## config.mk

```make
export PLATFORM = sky130hd
export DESIGN_NAME = uart_tx_sched_flat
export DESIGN_NICKNAME = d
export VERILOG_FILES = /design/src/rtl/uart_tx_sched_if.sv /design/src/rtl/uart_tx_sched.sv /design/src/flat_wrapper.sv
export SDC_FILE = /design/constraint.sdc
export NUM_CORES = 1
export LEC_CHECK = 0
export ABC_AREA = 1
export CORE_MARGIN = 1.5
export CORE_UTILIZATION = 46
export DETAILED_ROUTE_END_ITERATION = 6
export PLACE_DENSITY_LB_ADDON = 0.2
export SLEW_MARGIN = 10
export SYNTH_ARGS = -nofsm -noshare
export SYNTH_HDL_FRONTEND = slang
export SYNTH_SLANG_ARGS = --single-unit
```

## constraint.sdc

```tcl
create_clock -name sysclk -period 2.8 [get_ports sysclk]
set_input_delay 0.56 -clock sysclk [delete_from_list [all_inputs] [get_ports sysclk]]
set_output_delay 0.56 -clock sysclk [all_outputs]
set_load 0.01 [all_outputs]
```

## src/rtl/uart_tx_sched_if.sv

```systemverilog
// Signal bundle shared by the byte requesters, the baud generator/transmitter pair
// and the uart_tx_sched arbiter. The scheduler takes the slave side.
interface uart_tx_sched_if #(
  parameter int NREQ = 4
) ();
  localparam int GW = $clog2(NREQ);

  logic [NREQ-1:0]   req_valid;
  logic [8*NREQ-1:0] req_data;
  logic [3*NREQ-1:0] req_sel;
  logic [NREQ-1:0]   req_ready;
  logic              baud_tick;
  logic [2:0]        brg_sel;
  logic              tx_start;
  logic [7:0]        tx_data;
  logic              tx_done;
  logic [GW-1:0]     grant_id;
  logic              sched_busy;
  logic              err_timeout;

  modport master (
    output req_valid, req_data, req_sel, baud_tick, tx_done,
    input  req_ready, brg_sel, tx_start, tx_data, grant_id, sched_busy, err_timeout
  );

  modport slave (
    input  req_valid, req_data, req_sel, baud_tick, tx_done,
    output req_ready, brg_sel, tx_start, tx_data, grant_id, sched_busy, err_timeout
  );
endinterface

```

## src/rtl/uart_tx_sched.sv

```systemverilog
// Round-robin sharing of one UART transmitter and its baud generator among NREQ requesters,
// with baud reprogramming, settle delay, completion watchdog and inter-frame guard gap.
module uart_tx_sched #(
  parameter int NREQ          = 4,
  parameter int SETTLE_TICKS  = 16,
  parameter int GUARD_TICKS   = 2,
  parameter int TIMEOUT_TICKS = 200
) (
  input logic            sysclk,
  input logic            rst,
  uart_tx_sched_if.slave bus
);
  localparam int GW = $clog2(NREQ);

  typedef enum logic [2:0] {
    S_IDLE,
    S_RECONF,
    S_LAUNCH,
    S_WAIT_DONE,
    S_GUARD
  } state_t;

  state_t        state;
  logic [GW-1:0] rr_ptr;
  logic [7:0]    tick_cnt;
  logic [7:0]    tick_inc;
  logic          pick_found;
  logic [GW-1:0] pick_idx;
  logic [2:0]    pick_sel;
  logic [GW-1:0] next_ptr;

  // NOTE: every variable gets a default at the top of always_comb, so no path
  // leaves it unassigned and no latch is inferred.
  always_comb begin
    pick_found = 1'b0;
    pick_idx   = '0;
    // Walk backwards so the candidate closest to rr_ptr is written last and wins.
    for (int k = NREQ - 1; k >= 0; k--) begin
      if (bus.req_valid[(int'(rr_ptr) + k) % NREQ]) begin
        pick_found = 1'b1;
        pick_idx   = GW'((int'(rr_ptr) + k) % NREQ);
      end
    end
  end

  assign pick_sel        = bus.req_sel[3*int'(pick_idx) +: 3];
  assign tick_inc        = (tick_cnt == 8'hFF) ? tick_cnt : tick_cnt + 8'd1;
  assign next_ptr        = (int'(bus.grant_id) == NREQ - 1) ? '0 : bus.grant_id + GW'(1);
  assign bus.sched_busy  = (state != S_IDLE);

  // NOTE: all state and registered outputs use non-blocking assignments so every
  // branch sees the pre-edge values regardless of statement order.
  always_ff @(posedge sysclk) begin
    if (!rst) begin
      state           <= S_IDLE;
      rr_ptr          <= '0;
      tick_cnt        <= '0;
      bus.req_ready   <= '0;
      bus.brg_sel     <= '0;
      bus.tx_start    <= 1'b0;
      bus.tx_data     <= '0;
      bus.grant_id    <= '0;
      bus.err_timeout <= 1'b0;
    end else begin
      bus.req_ready   <= '0;
      bus.tx_start    <= 1'b0;
      bus.err_timeout <= 1'b0;

      unique case (state)
        S_IDLE: begin
          if (pick_found) begin
            bus.grant_id <= pick_idx;
            if (pick_sel == bus.brg_sel) begin
              state <= S_LAUNCH;
            end else begin
              bus.brg_sel <= pick_sel;
              tick_cnt    <= '0;
              state       <= S_RECONF;
            end
          end
        end

        S_RECONF: begin
          if (bus.baud_tick) begin
            tick_cnt <= tick_inc;
            if (tick_inc == 8'(SETTLE_TICKS)) state <= S_LAUNCH;
          end
        end

        S_LAUNCH: begin
          // A requester that withdrew while we were settling forfeits its turn.
          if (bus.req_valid[bus.grant_id]) begin
            bus.req_ready <= NREQ'(1) << bus.grant_id;
            bus.tx_start  <= 1'b1;
            bus.tx_data   <= bus.req_data[8*int'(bus.grant_id) +: 8];
            tick_cnt      <= '0;
            rr_ptr        <= next_ptr;
            state         <= S_WAIT_DONE;
          end else begin
            state <= S_IDLE;
          end
        end

        S_WAIT_DONE: begin
          if (bus.tx_done) begin
            tick_cnt <= '0;
            state    <= S_GUARD;
          end else if (bus.baud_tick) begin
            if (tick_inc == 8'(TIMEOUT_TICKS)) begin
              bus.err_timeout <= 1'b1;
              tick_cnt        <= '0;
              state           <= S_GUARD;
            end else begin
              tick_cnt <= tick_inc;
            end
          end
        end

        S_GUARD: begin
          if (GUARD_TICKS == 0) begin
            state <= S_IDLE;
          end else if (bus.baud_tick) begin
            tick_cnt <= tick_inc;
            if (tick_inc == 8'(GUARD_TICKS)) state <= S_IDLE;
          end
        end

        default: state <= S_IDLE;
      endcase
    end
  end
endmodule

```

## src/flat_wrapper.sv

```systemverilog
// flat-port wrapper written by rule: the top's interface ports become plain ports
module uart_tx_sched_flat 
#(
  parameter int NREQ          = 4,
  parameter int SETTLE_TICKS  = 16,
  parameter int GUARD_TICKS   = 2,
  parameter int TIMEOUT_TICKS = 200
)
  (sysclk, rst, bus_req_valid, bus_req_data, bus_req_sel, bus_baud_tick, bus_tx_done, bus_req_ready, bus_brg_sel, bus_tx_start, bus_tx_data, bus_grant_id, bus_sched_busy, bus_err_timeout);
  uart_tx_sched_if #(.NREQ(NREQ)) bus_i ();
  input logic sysclk;
  input logic rst;
  input wire logic [$bits(bus_i.req_valid)-1:0] bus_req_valid;
  input wire logic [$bits(bus_i.req_data)-1:0] bus_req_data;
  input wire logic [$bits(bus_i.req_sel)-1:0] bus_req_sel;
  input wire logic [$bits(bus_i.baud_tick)-1:0] bus_baud_tick;
  input wire logic [$bits(bus_i.tx_done)-1:0] bus_tx_done;
  output wire logic [$bits(bus_i.req_ready)-1:0] bus_req_ready;
  output wire logic [$bits(bus_i.brg_sel)-1:0] bus_brg_sel;
  output wire logic [$bits(bus_i.tx_start)-1:0] bus_tx_start;
  output wire logic [$bits(bus_i.tx_data)-1:0] bus_tx_data;
  output wire logic [$bits(bus_i.grant_id)-1:0] bus_grant_id;
  output wire logic [$bits(bus_i.sched_busy)-1:0] bus_sched_busy;
  output wire logic [$bits(bus_i.err_timeout)-1:0] bus_err_timeout;
  assign bus_i.req_valid = bus_req_valid;
  assign bus_i.req_data = bus_req_data;
  assign bus_i.req_sel = bus_req_sel;
  assign bus_i.baud_tick = bus_baud_tick;
  assign bus_i.tx_done = bus_tx_done;
  assign bus_req_ready = bus_i.req_ready;
  assign bus_brg_sel = bus_i.brg_sel;
  assign bus_tx_start = bus_i.tx_start;
  assign bus_tx_data = bus_i.tx_data;
  assign bus_grant_id = bus_i.grant_id;
  assign bus_sched_busy = bus_i.sched_busy;
  assign bus_err_timeout = bus_i.err_timeout;
  uart_tx_sched #(.NREQ(NREQ), .SETTLE_TICKS(SETTLE_TICKS), .GUARD_TICKS(GUARD_TICKS), .TIMEOUT_TICKS(TIMEOUT_TICKS)) u_core (.sysclk(sysclk), .rst(rst), .bus(bus_i));
endmodule
```

== Yosys cells after proc, flatten, opt, wreduce, memory -nomap -nowiden ==
Index checks and enable logic that the tools add are counted.

* Flip-flop bits (word level): 32
* Bits of input ports: 52
* Output and inout bits: 20
* Logic and storage cells: 109

* Add/sub/neg operators: 5
* Multiply operators: 1
* $lt $le $gt $ge: 5
* Eq/ne operators: 20
* Shift-type cells: 3
* Muxes and demuxes: 44
* Bitwise logic cells: 7
* Reduce and logical (&&, ||, !) cells: 15

{| class="wikitable"
|+ Operators by type and width
! cell !! count
|-
| $mux W8 || 8
|-
| $pmux W8 S4 || 1
|-
| $shiftx A12 B32 Y3 || 1
|-
| $shiftx A32 B6 Y8 || 1
|-
| $mux W3 || 8
|-
| $eq A8 B8 Y1 const B || 2
|-
| $pmux W3 S5 || 1
|-
| $mux W1 || 14
|-
| $mux W2 || 7
|-
| $lt A3 B4 Y1 const B || 3
|-
| $bmux W1 S2 || 5
|-
| $ne A2 B1 Y1 const B || 5
|-
| $add A8 B1 Y8 const B || 1
|-
| $eq A8 B2 Y1 const B || 1
|-
| $eq A8 B5 Y1 const B || 1
|-
| $reduce_or A2 Y1 || 4
|-
| $reduce_and A7 Y1 || 1
|-
| $eq A3 B2 Y1 const B || 2
|-
| $lt A2 B3 Y1 const B || 2
|-
| $ne A2 B2 Y1 const B || 3
|-
| $reduce_and A2 Y1 || 3
|-
| $reduce_and A3 Y1 || 2
|-
| $reduce_and A6 Y1 || 1
|-
| $add A2 B1 Y2 const B || 2
|-
| 15 further kinds || 21
|}

== Depth between registers and ports, before layout ==
* Depth in word-level cells: 16
* Gate-level depth with buffers: 20
* Gate-level depth less buffers: 18

== Worst setup path before layout ==
No wires, ideal clock.

* Path kind: input -> register
* Start point: input port bus_req_valid[2]
* End point: register u_core.tick_cnt[0]
* Library setup time: 0.115 ns
* Arrival: 1.992 ns
* Path slack: 0.693 ns
* Stages: 18
* Buffers on the path: 2
* Path through: inv_1 nand2_2 nand3_1 nand2_1 inv_2 nand2_1 nand2_2 nand2_2 buf_6 nand2_2 nand2_1 nand2_1 nand3_1 nand2_1 nand4_4 buf_6 a21oi_1 nor2_1

* Word-level cells in the longest chain between the ends: 12

{| class="wikitable"
|+ RTL lines
! element !! RTL line !! RTL
|-
| from (decl) || flat_wrapper.sv:13 || <nowiki>input wire logic [$bits(bus_i.req_valid)-1:0] bus_req_valid;</nowiki>
|-
| $bmux W1 S2 || uart_tx_sched.sv:39 || <nowiki>if (bus.req_valid[(int'(rr_ptr) + k) % NREQ]) begin</nowiki>
|-
| $mux W1 (not written as such) (2 in a row) || uart_tx_sched.sv:39 ||
|-
| $mux W2 (4 in a row) || uart_tx_sched.sv:39 ||
|-
| $mul A2 B2 Y4 || uart_tx_sched.sv:46 || <nowiki>assign pick_sel = bus.req_sel[3*int'(pick_idx) +: 3];</nowiki>
|-
| $shiftx A12 B32 Y3 || uart_tx_sched.sv:46 ||
|-
| $eq A3 B3 Y1 || uart_tx_sched.sv:73 || <nowiki>if (pick_sel == bus.brg_sel) begin</nowiki>
|-
| $ne A2 B2 Y1 (no source line) || - ||
|-
| $reduce_and A6 Y1 (no source line) (*) || - ||
|-
| to (signal assigned) || uart_tx_sched.sv:85 || <nowiki>tick_cnt <= tick_inc;</nowiki>
|-
| to (signal assigned) || uart_tx_sched.sv:114 || <nowiki>tick_cnt <= tick_inc;</nowiki>
|-
| to (signal assigned) || uart_tx_sched.sv:123 || <nowiki>tick_cnt <= tick_inc;</nowiki>
|-
| to (decl) || uart_tx_sched.sv:25 || <nowiki>logic [7:0] tick_cnt;</nowiki>
|}

Mark *: on every way between the ends. The rest lies on a longest branch, timed or not. The select of a mux whose other input is x is not followed.
A chain may end at the register's enable or synchronous reset.

== Worst setup path after layout ==
* Start point: input port bus_req_valid[1]
* End point: register u_core.tick_cnt[4]

Same word-level chain as after synthesis.

==> results.py <==
metrics = {
    "global_routing": {
        "grtUsageTotal": 0.237,
        "grt_overflow": 0,
        "grt_pass1_vias": 2456,
        "antenna_found_initial": 0,
        "grt_max_degree": 25,
        "grt_pass1_wl_mm": 10.3,
    },
    "timing": {
        "skew_ns": 0.00732,
        "slew_headroom": 0.500,
        "setup_viol": 0,
        "maxSlewViolCount": 0,
        "rsz0062_at_grt": "false",
        "holdWs_ns": 0.504,
        "worstMarginPinSlew_ns": 0.750,
        "hold_violations": 0,
        "finalCritPeriodShare": 0.924,
        "max_clock_freq_mhz": 386,
        "finalCriticalPeriod_ns": 2.59,
        "tns_ns": 0,
    },
    "yosys": {
        "synth_ff_type": "dfxtp_1",
        "synth_fp_nets": 438,
        "yosys_warnings": 0,
        "yosysTopAreaCell": "dfxtp_1",
        "synth_seq_cells": 32,
        "synth_edf_count": 0,
        "synth_top_cell_area_share": 0.274,
        "syn_avg_cell_area_um2": 6.09,
        "synth.distinct_cells": 34,
        "ys_async_sr_fraction": 0,
        "syn-cell-area_um2": 2340,
        "yosysSeqAreaShare": 0.274,
        "synthCells": 384,
        "synthTopCellsByArea": "dfxtp_1 (27%), nand2_1 (13%), nor2_1 (9.6%), nand3_1 (9.0%), inv_1 (6.9%)",
    },
    "clocking": {
        "htreeDepth": 2,
        "root_buffer": "clkbuf_8",
        "cts_resized": 0,
        "cts_buffers": 5,
        "cts.sinks": 32,
        "path_clk_slew_ns": 0.07,
        "cts_tree": "done",
        "postCtsHoldBufs": 0,
        "clk_latency_ns": 0.29,
        "clockBufferDepth": 2,
        "cts_setup_buffers": 0,
    },
    "worst_setup_path": {
        "cp_max_fo": 7,
        "cp_slowest_stage_delay_ns": 0.51,
        "crit_chain": "clkdlybuf4s50_1 -> inv_1 -> nand2_1 -> nand2_1 -> nor2_1 -> nor2_1 -> o21ai_2 -> nand2_1 -> nand2_2 -> nand3_1 -> nand3_1 -> nand2_1 -> inv_2 -> nand4_2 -> a21oi_1 -> nor2_1",
        "end_kind": "flip-flop",
        "crit_type": "in2reg",
        "start_kind": "input pin",
        "required_ns": 2.98,
        "crit_arrival_ns": 2.77,
        "cp_common_cell": "nand2_1",
        "slowest_stage": "clkdlybuf4s50_1",
    },
    "cells_and_area": {
        "antenna_cells": 0,
        "nets": 515,
        "drive_above_1_share": 0.0998,
        "area_delta_synth_final_pct": 40.5,
        "stdcell_count": 528,
        "final_core_util": 0.682,
    },
    "pwr": {
        "p_leak_nw": 1.51,
        "worst_ir_drop_vdd_mv": 0.419,
        "power_density_nw_per_um2": 790,
    },
    "floorplan": {
        "rows": 25,
        "die_area_um2": 5520,
        "die_y_um": 74.3,
        "coreArea_um2": 4820,
        "die_x_um": 74.3,
        "io_pins": 72,
        "initial_core_util": 0.485,
    },
    "drt": {
        "first_iter_violations": 102,
        "vias": 2755,
        "wirelength_mm": 6.65,
        "via_per_inst": 5.22,
        "antenna_left": 0,
        "dr.pass1.iters": 4,
        "wl_per_cell_um": 12.6,
        "drc_errors": 0,
    },
    "hold_path": {
        "hp-class": "reg2reg",
    },
    "run": {
        "maxCapViolCount": 0,
    },
    "run_status": {
        "outcome": "finished clean",
    },
    "placed_design": {
        "dp.cells": 519,
        "finalWeightedCongestion": 0.900,
        "io_buffers": 71,
        "place_hpwl_mm": 4.70,
    },
}
-- cell usage in the layout, fill, tap and decap left out, types with 2 or more instances in the layout --
master            n
a21oi_1          19
buf_12            2
buf_4             8
clkbuf_8          5
clkdlybuf4s50_1  71
dfxtp_1          32
ha_1              2
inv_1            43
inv_2             3
nand2_1          82
nand2_2           9
nand3_1          41
nand3_2           7
nand3b_1          5
nand4_1           3
nand4_4           2
nor2_1           60
nor2_2            2
nor3_1            5
o211ai_1          2
o21ai_0          32
o22ai_1           8
xor2_1            3
-- kinds of logic after synthesis --
group / count (synthesis) / share of synthesized area
XOR/XNOR: 3 / 0.0112
AND/OR/NAND/NOR: 218 / 0.423
AO/OA/AOI/OAI: 69 / 0.167
adder cells (fa/ha/maj): 2 / 0.0107
buffers and inverters: 60 / 0.114
flip-flops: 32 / 0.274
-- worst max-delay path: cells and delay by family --
family,cells,cell delay [ns]
compound gates,2,0.36
buf+inv,3,0.70
simple gates,11,1.15
-- Yosys cell counts, types with 2 or more instances --
cell / count
a21oi_1: 19
buf_2: 2
buf_6: 4
clkbuf_1: 6
dfxtp_1: 32
ha_1: 2
inv_1: 43
inv_2: 3
nand2_1: 84
nand2_2: 8
nand3_1: 42
nand3_2: 6
nand3b_1: 5
nand4_1: 3
nor2_1: 60
nor2_2: 2
nor3_1: 5
o211ai_1: 2
o21ai_0: 32
o22ai_1: 8
xor2_1: 3
-- stage by stage --
| step | setup slack [ns] | power (mW) | instance area (µm²) |
|---|---|---|---|
| after floorplan | 0.693 | 1.72 | 2340 |
| after global placement | -0.0904 | 2.10 | 3150 |
| after detailed placement | -0.233 | 2.14 | 3150 |
| after CTS | 0.0552 | 2.48 | 3230 |
| after global routing | 0.00619 | 2.82 | 3290 |
| final | 0.212 | 2.59 | 3290 |
-- power by group --
group          internal, mW  total (mW)  switching [mW]
clock network         0.169       0.333           0.164
registers             0.554       0.665           0.112
logic                 0.644        1.60           0.952
-- registers in the layout (all words and copies together), names as in the netlist --
| register | cells |
|---|---|
| u_core.bus.tx_start | 1 |
| u_core.state | 3 |
| u_core.rr_ptr | 2 |
| u_core.tick_cnt | 8 |
| u_core.bus.grant_id | 2 |
| u_core.bus.brg_sel | 3 |
| u_core.bus.err_timeout | 1 |
| u_core.bus.tx_data | 8 |
| u_core.bus.req_ready | 4 |
-- final cells by class --
type	instances	area, µm²
Clock buffer	6	72.6
Clock inverter	1	5.00
Fill cell	460	1530
Inverter	47	181
Multi-Input combinational cell	294	1490
Sequential cell	32	641
Tap cell	67	83.8
Timing Repair Buffer	81	811
-- worst paths after layout --
check / slack, ns / start / cells past startpoint / to
max: 0.21 / bus_req_valid[1] / 16 / u_core.tick_cnt[4]$_SDFFE_PN0P_
min: 0.50 / u_core.state[1]$_SDFFE_PN0P_ / 2 / u_core.state[1]$_SDFFE_PN0P_
max reg2reg: 0.39 / u_core.rr_ptr[0]$_SDFFE_PN0P_ / 15 / u_core.tick_cnt[4]$_SDFFE_PN0P_
min reg2reg: 0.50 / u_core.state[1]$_SDFFE_PN0P_ / 2 / u_core.state[1]$_SDFFE_PN0P_
-- routing by layer --
| metal | routed length (µm) | vias to the layer above | part of all wire | track usage |
|---|---|---|---|---|
| met3 | 347 | 13 | 0.052 | 0.0515 |
| li1 | - | 1414 | - | - |
| met2 | 3220 | 81 | 0.48 | 0.425 |
| met1 | 2970 | 1247 | 0.45 | 0.276 |
| met5 | 0 | - | 0 | 0 |
| met4 | 121 | 0 | 0.018 | 0.0869 |
No activity file was read; power rests on OpenSTA's default activity.
